==> src/rtl/ov7670_pixel_capture.sv <==
// ============================================================================
// Module   : ov7670_pixel_capture
// Purpose  : Assembles OV7670 RGB565 byte pairs into {sof, pixel} queue words
//            and checks each frame's line/row geometry.
// Revision : 1.0
// ============================================================================
`default_nettype none

module ov7670_pixel_capture #(
    parameter int FRAME_WIDTH  = 640,
    parameter int FRAME_HEIGHT = 480
) (
    input  logic        clk,
    input  logic        reset_n,
    input  logic        enable,
    input  logic        vsync,
    input  logic        href,
    input  logic [7:0]  pixel_data,
    input  logic        queue_full,
    output logic        queue_wr_en,
    output logic [16:0] queue_data,
    output logic        frame_done,
    output logic        frame_error,
    output logic        overflow,
    output logic [15:0] frame_count
);

    localparam logic [10:0] WIDTH_C  = 11'(FRAME_WIDTH);
    localparam logic [10:0] HEIGHT_C = 11'(FRAME_HEIGHT);
    localparam logic [10:0] CNT_MAX  = 11'd2047;

    typedef enum logic [2:0] {
        IDLE       = 3'd0,
        WAIT_BLANK = 3'd1,
        WAIT_START = 3'd2,
        CAPTURE    = 3'd3,
        FRAME_END  = 3'd4
    } state_t;

    state_t      state;
    logic [10:0] row;
    logic [10:0] col;
    logic        phase;
    logic [7:0]  hi_byte;
    logic        href_prev;
    logic        line_bad;
    logic        sof_pending;

    always_ff @(posedge clk or negedge reset_n) begin
        if (!reset_n) begin
            state       <= IDLE;
            row         <= '0;
            col         <= '0;
            phase       <= 1'b0;
            hi_byte     <= '0;
            href_prev   <= 1'b0;
            line_bad    <= 1'b0;
            sof_pending <= 1'b0;
            queue_wr_en <= 1'b0;
            queue_data  <= '0;
            frame_done  <= 1'b0;
            frame_error <= 1'b0;
            overflow    <= 1'b0;
            frame_count <= '0;
        end else begin
            queue_wr_en <= 1'b0;
            frame_done  <= 1'b0;
            frame_error <= 1'b0;
            href_prev   <= href;

            // Disabling always wins: any half-assembled pixel is thrown away.
            if (!enable) begin
                state <= IDLE;
                phase <= 1'b0;
            end else begin
                case (state)
                    IDLE: state <= WAIT_BLANK;

                    WAIT_BLANK: begin
                        if (vsync) state <= WAIT_START;
                    end

                    WAIT_START: begin
                        if (!vsync) begin
                            state       <= CAPTURE;
                            row         <= '0;
                            col         <= '0;
                            phase       <= 1'b0;
                            line_bad    <= 1'b0;
                            overflow    <= 1'b0;
                            sof_pending <= 1'b1;
                        end
                    end

                    CAPTURE: begin
                        if (href) begin
                            if (!phase) begin
                                hi_byte <= pixel_data;
                                phase   <= 1'b1;
                            end else begin
                                phase <= 1'b0;
                                if (col != CNT_MAX) col <= col + 11'd1;
                                if (!queue_full) begin
                                    queue_wr_en <= 1'b1;
                                    queue_data  <= {sof_pending, hi_byte, pixel_data};
                                    sof_pending <= 1'b0;
                                end else begin
                                    overflow <= 1'b1;
                                end
                            end
                        end else if (href_prev) begin
                            if ((col != WIDTH_C) || phase) line_bad <= 1'b1;
                            if (row != CNT_MAX) row <= row + 11'd1;
                            col   <= '0;
                            phase <= 1'b0;
                        end
                        // Byte and line-end work above still completes in the vsync-rise cycle.
                        if (vsync) state <= FRAME_END;
                    end

                    FRAME_END: begin
                        if ((row == HEIGHT_C) && !line_bad) begin
                            frame_done  <= 1'b1;
                            frame_count <= frame_count + 16'd1;
                        end else begin
                            frame_error <= 1'b1;
                        end
                        state <= WAIT_START;
                    end

                    default: state <= IDLE;
                endcase
            end
        end
    end

endmodule

`default_nettype wire

==> config.mk <==
export PLATFORM = sky130hd
export DESIGN_NAME = ov7670_pixel_capture
export DESIGN_NICKNAME = d
export VERILOG_FILES = /design/src/rtl/ov7670_pixel_capture.sv
export SDC_FILE = /design/constraint.sdc
export NUM_CORES = 1
export LEC_CHECK = 0
export BUFFER_PORTS_ARGS = -buffer_cell sky130_fd_sc_hd__buf_2
export CAP_MARGIN = 40
export CORE_UTILIZATION = 57
export DETAILED_ROUTE_END_ITERATION = 16
export PLACE_DENSITY = 0.89
export RECOVER_POWER = 50
export SYNTH_ARGS = -nofsm -noshare
export SYNTH_HDL_FRONTEND = slang
export SYNTH_SLANG_ARGS = --single-unit
==> constraint.sdc <==
create_clock -name clk -period 2.42 [get_ports clk]
set_input_delay 0.242 -clock clk [delete_from_list [all_inputs] [get_ports clk]]
set_output_delay 0.242 -clock clk [all_outputs]
set_load 0.05 [all_outputs]
; ---- Word level (Yosys, flattened, before mapping)
; Index checks and enable logic that the tools add are counted.
[totals]
register_bits = 74
input_bits = 14
out_inout_bits = 37
elab_cells = 104
[classes]
addsub = 3
n_eq_ne = 25
muxes = 45
bitwise = 2
reduce_logical = 15
[op_table]
columns = operator, n
row1 = $mux W11, 8
row2 = $pmux W11 S2, 2
row3 = $reduce_and A6 Y1, 5
row4 = $mux W1, 26
row5 = $add A11 B1 Y11 const B, 2
row6 = $ne A11 B11 Y1 const B, 2
row7 = $ne A2 B2 Y1 const B, 9
row8 = $ne A3 B3 Y1 const B, 6
row9 = $add A16 B1 Y16 const B, 1
row10 = $pmux W3 S5, 1
row11 = $mux W3, 4
row12 = $eq A11 B9 Y1 const B, 1
row13 = $ne A11 B10 Y1 const B, 1
row14 = $reduce_and A3 Y1, 3
row15 = $pmux W1 S2, 4
row16 = $eq A3 B2 Y1 const B, 2
row17 = $reduce_and A5 Y1, 1
row18 = $ne A4 B4 Y1 const B, 1
row19 = $reduce_and A4 Y1, 1
row20 = $eq A3 B1 Y1 const B, 1
row21 = $eq A3 B3 Y1 const B, 1
row22 = $logic_not A3 Y1, 1
row23 = $ne A3 B1 Y1 const B, 1
row24 = $not A1 Y1, 2
row25 = 4 further kinds, 4

; ---- Depth between registers and ports, before layout
[logic_depth]
ltp_word = 6
depth_mapped = 8
ltp_nobuf = 6

; ---- Worst setup path after synthesis
; OpenSTA, ideal clock, no wires.
[synth_timing]
path_type = register -> register
start = reg frame_count[0]
end = reg frame_count[12]
setup_time_ns = 0.141
t_arrival_ns = 1.604
required_ns = 2.279
slack_ns = 0.675
stages_incl_launch_ff = 6
n_path_buf = 0
period_less_slack_ns = 1.745
path_cell_list = dfrtp_1 -> ha_1 -> nand3_1 -> nor3_1 -> nand4_1 -> xnor2_1
[synth_via]
elab_chain_len = 1
[synth_lines]
columns = item, line_no
row1 = from (decl), 25  ; output logic [15:0] frame_count
row2 = from (signal assigned), 124  ; frame_count <= frame_count + 16'd1;
row3 = $add A16 B1 Y16, 124
; Every way passes these cells.
; A chain may end at the register's enable or synchronous reset.

; ---- Worst setup path after layout
[layout_timing]
start = reg state[0]
end = reg hi_byte[7]
[layout_via]
elab_chain_len = 2
[layout_lines]
columns = item, line_no
row1 = from (decl), 40  ; state_t state;
row2 = from (signal assigned), 51  ; state <= IDLE;
row3 = from (signal assigned), 73  ; state <= IDLE;
row4 = from (signal assigned), 77  ; IDLE: state <= WAIT_BLANK;
row5 = $eq A3 B2 Y1, 76  ; case (state)
row6 = $reduce_and A4 Y1 (no line), -
row7 = to (signal assigned), 98  ; hi_byte <= pixel_data;
row8 = to (decl), 44  ; logic [7:0] hi_byte;
; Every way passes these cells.

==> metrics.md <==
| Metric | Value |
|---|---|
| CTS tree | built |
| Syn Nets | around 340 |
| WL met1 | between 3000 and 4000 um |
| Nets | between 300 and 400 |
| Initial antenna violation count | 0 |
| Slew at the pin closest to its max-slew limit | roughly 1.6 ns |
| Mapped Area | 0.003717 sq mm |
| Layout Utilization | 0.6714 |
| CP Data Arrival Time | 2.29 ns |
| Synth area leader | dfrtp_1 |
| Top cell type's share of synthesized area | 0.4981 |
| Library cells used by synthesis | 57 |
| DR top layer | met4 |
| Slowest cell on the critical path | dfrtp_1 |
| CP endpoint kind | flop |
| IR drop worst, VDD | between 0.0004 and 0.0005 V |
| First-pass GRT wire length | about 13,000 um |
| Violated checks | max-capacitance violations, max-slew violations |
| Pre-CTS WS | 0.3793 ns |
| Leakage power | 2.001 nW |
| Antenna viol nets, final | 0 |
| ANT cells | 0 |
| EDFF count, synth | 0 |
| CP Data Required Time | between 2 and 3 ns |
| TritonCTS buffer count | 9 |
| Clock skew | 0.01134 ns |
| Post-Route WL | 8088 um |
| Final instance area | 0.004239 sq mm |
| Largest net degree at the start of global routing | 75 |
| Setup TNS | 0 ns |
| Final setup viols | 0 |
| Critical path class | flop to flop |
| FFs w/ async S/R, synth | 1.000 |
| Num Clock Sinks | 74 |
| Gp weighted congestion | between 0.8 and 0.9 |
| Gr ovfl total | 0 |
| Status | finished, violations left |
| Startpoint types | flop |
| Synthesized instance count | roughly 320 |
| CP max stage delay | 0.57 ns |
| Die width | approximately 83 um |
| Slew margin rel. | -0.07029 |
| Port Buffers | 50 |
| FMAX | 484.7 MHz |
| Max-cap violations | 1 |
| Post-synth top flop | dfrtp_1 |
| Crit path max fanout | 12 |
| DRT Pass-1 Iters | 4 |
| Clk slew on worst S/H paths | about 0.070 ns |
| Area after DPL | between 0.004 and 0.005 sq mm |
| Syn. warnings | 0 |
| Routed wire per std cell | 17.85 um |
| Cell Chain, Critical Path | and4b_1 -> nand2_1 -> nor2_2 -> mux2_2 |
| Final period util | 0.8526 |
| Unrepaired setup endpoints after global routing | false |
| I/O pin cnt | 51 |
| Post-CTS setup repair buffer count | 0 |
| Vias | approximately 2.8k |
| PwrDens | about 700 mW/mm^2 |
| Sequential-to-total area share from yosys stat | 0.4981 |
| Row cnt | 29 |
| CORE AREA | around 0.0063 sq mm |
| Hold Vio Cnt, Final | 0 |
| # H-tree levels | 3 |
| FF+latch count, synth | 74 |
| Tmin final | 2.063 ns |
| Initial DRC Count | 206 |
| Synth area leaders | dfrtp_1 50%, mux2_2 5.1%, o31ai_1 4.2% |
| Pins Over Slew Limit | 75 |
| Area Growth Syn to Fin | 14.04% |
| Layout cells sized above 1 | 0.2580 |
| Final setup margin | 0.3568 ns |
| HPWL Detailed | 5172 um |
| Wire length on met2 | 3945 um |
| Die area | 0.006848 sq mm |
| Syn_area_per_cell | approximately 12 sq um |
| DIE HEIGHT | 82.76 um |
| Met3 WL post-DR | roughly 420 um |
| Initial core utilization | 0.5888 |
| Vias in the first global route | 2,639 |
| Hold Path Class | input port to flop |
| Clock buffer depth | 2 |
| DRC Markers | 0 |
| CTS Root Cell | clkbuf_8 |
| Gr usage total | 0.2571 |
| Skew-Pair Late Insertion Delay | 0.35 ns |
| Vias per std cell | about 6.2 |
[routing by layer]
| metal | vias up | GRT usage |
|---|---|---|
| met2 | 109 | 0.3967 |
| met1 | 1368 | 0.3228 |
| met5 | - | 0 |
| met3 | 23 | 0.06923 |
| li1 | 1298 | - |
| met4 | 0 | 0.1500 |
[what timing repair did]
action,CTS,global route
hold endpoints to repair,74,0
hold buffers,1,0
resized for setup,0,0
endpoints found under the setup margin,0,0
[worst paths after layout]
| check | start | endpoint | slack [ns] | cells past startpoint |
|---|---|---|---|---|
| worst max-delay path | state[0]$_DFFE_PN0P_ | hi_byte[7]$_DFFE_PN0P_ | 0.36 | 4 |
| worst min-delay path | href | href_prev$_DFF_PN0_ | 0.12 | 1 |
| worst max register to register | state[0]$_DFFE_PN0P_ | hi_byte[7]$_DFFE_PN0P_ | 0.36 | 4 |
| worst min register to register | frame_count[15]$_DFFE_PN0P_ | frame_count[15]$_DFFE_PN0P_ | 0.47 | 1 |
| max in group asynchronous | reset_n | row[9]$_DFFE_PN0P_ | 0.53 | 3 |
| min in group asynchronous | reset_n | hi_byte[0]$_DFFE_PN0P_ | 0.93 | 3 |
[kinds of logic after synthesis]
logic type,Yosys count,share of synthesized area
buffers and inverters,27,0.04073
AND/OR/NAND/NOR,106,0.1770
flip-flops,74,0.4981
XOR/XNOR,16,0.03770
AO/OA/AOI/OAI,67,0.1390
adder cells (fa/ha/maj),5,0.01683
multiplexers,27,0.09054
[area by class of cell]
type	instances	area, sq um
fillers	434	2074
flip-flops and latches	74	1852
multi-input cells	221	1714
repair buffers	58	285.3
clock inverters	6	137.6
clock buffers	10	127.6
well taps	77	96.34
inverters	7	26.28
[layout by cell type (no fill, tap or decap), drive strengths merged, types with 2 or more instances in the layout]
cell type / count
dfrtp: 74
buf: 39
clkbuf: 28
mux2: 26
o31ai: 25
nand2: 20
nand3: 18
xnor2: 16
nand4: 14
o21ai: 12
nor2: 10
and3: 8
inv: 8
a21oi: 7
o21a: 6
and4: 5
and2: 5
ha: 5
nor3: 4
nand2b: 4
a31oi: 4
bufinv: 4
nor4: 4
nor3b: 3
o41ai: 3
a41oi: 2
nand4b: 2
and2b: 2
o2111ai: 2
[synth_stat cells (3+ instances only)]
library cell,n
o31ai_1,21
o21a_1,6
and4_1,5
a31oi_1,4
nand2b_1,4
nand3_1,18
ha_1,5
a21oi_1,7
buf_4,7
dfrtp_1,74
inv_1,7
clkbuf_1,3
and3_1,8
xnor2_1,16
nand4_1,14
buf_2,5
nor3_1,4
nand2_1,19
and2_1,5
o21ai_0,10
mux2_4,9
o31ai_2,4
nor2_1,9
mux2_2,17
[per-stage QoR]
step,total power [mW],instances,hold WS (ns)
after floorplan,1.565,322,-0.05359
after global placement,1.640,436,0.2998
after detailed placement,1.665,436,0.3003
after CTS,2.935,453,0.06859
after global routing,3.010,453,0.1226
final,2.907,453,0.1196
[flip-flops by register name (all words and copies together) (netlist names)]
signal	count
state	3
queue_wr_en	1
line_bad	1
phase	1
overflow	1
sof_pending	1
col	11
frame_error	1
hi_byte	8
row	11
queue_data	17
frame_done	1
href_prev	1
frame_count	16
[report_power, final]
part / internal, mW / leakage, nW / switching [mW]
combinational: 0.104 / 0.856 / 0.143
sequential: 1.32 / 1.01 / 0.0708
clock: 0.795 / 0.131 / 0.476
[critical path, delay by kind of cell, from the launching register on]
kind / cells / cell delay, ns
multiplexers: 1 / 0.40
AND/OR/NAND/NOR: 3 / 0.97
flip-flops: 1 / 0.57
No activity file was read; power rests on OpenSTA's default activity.
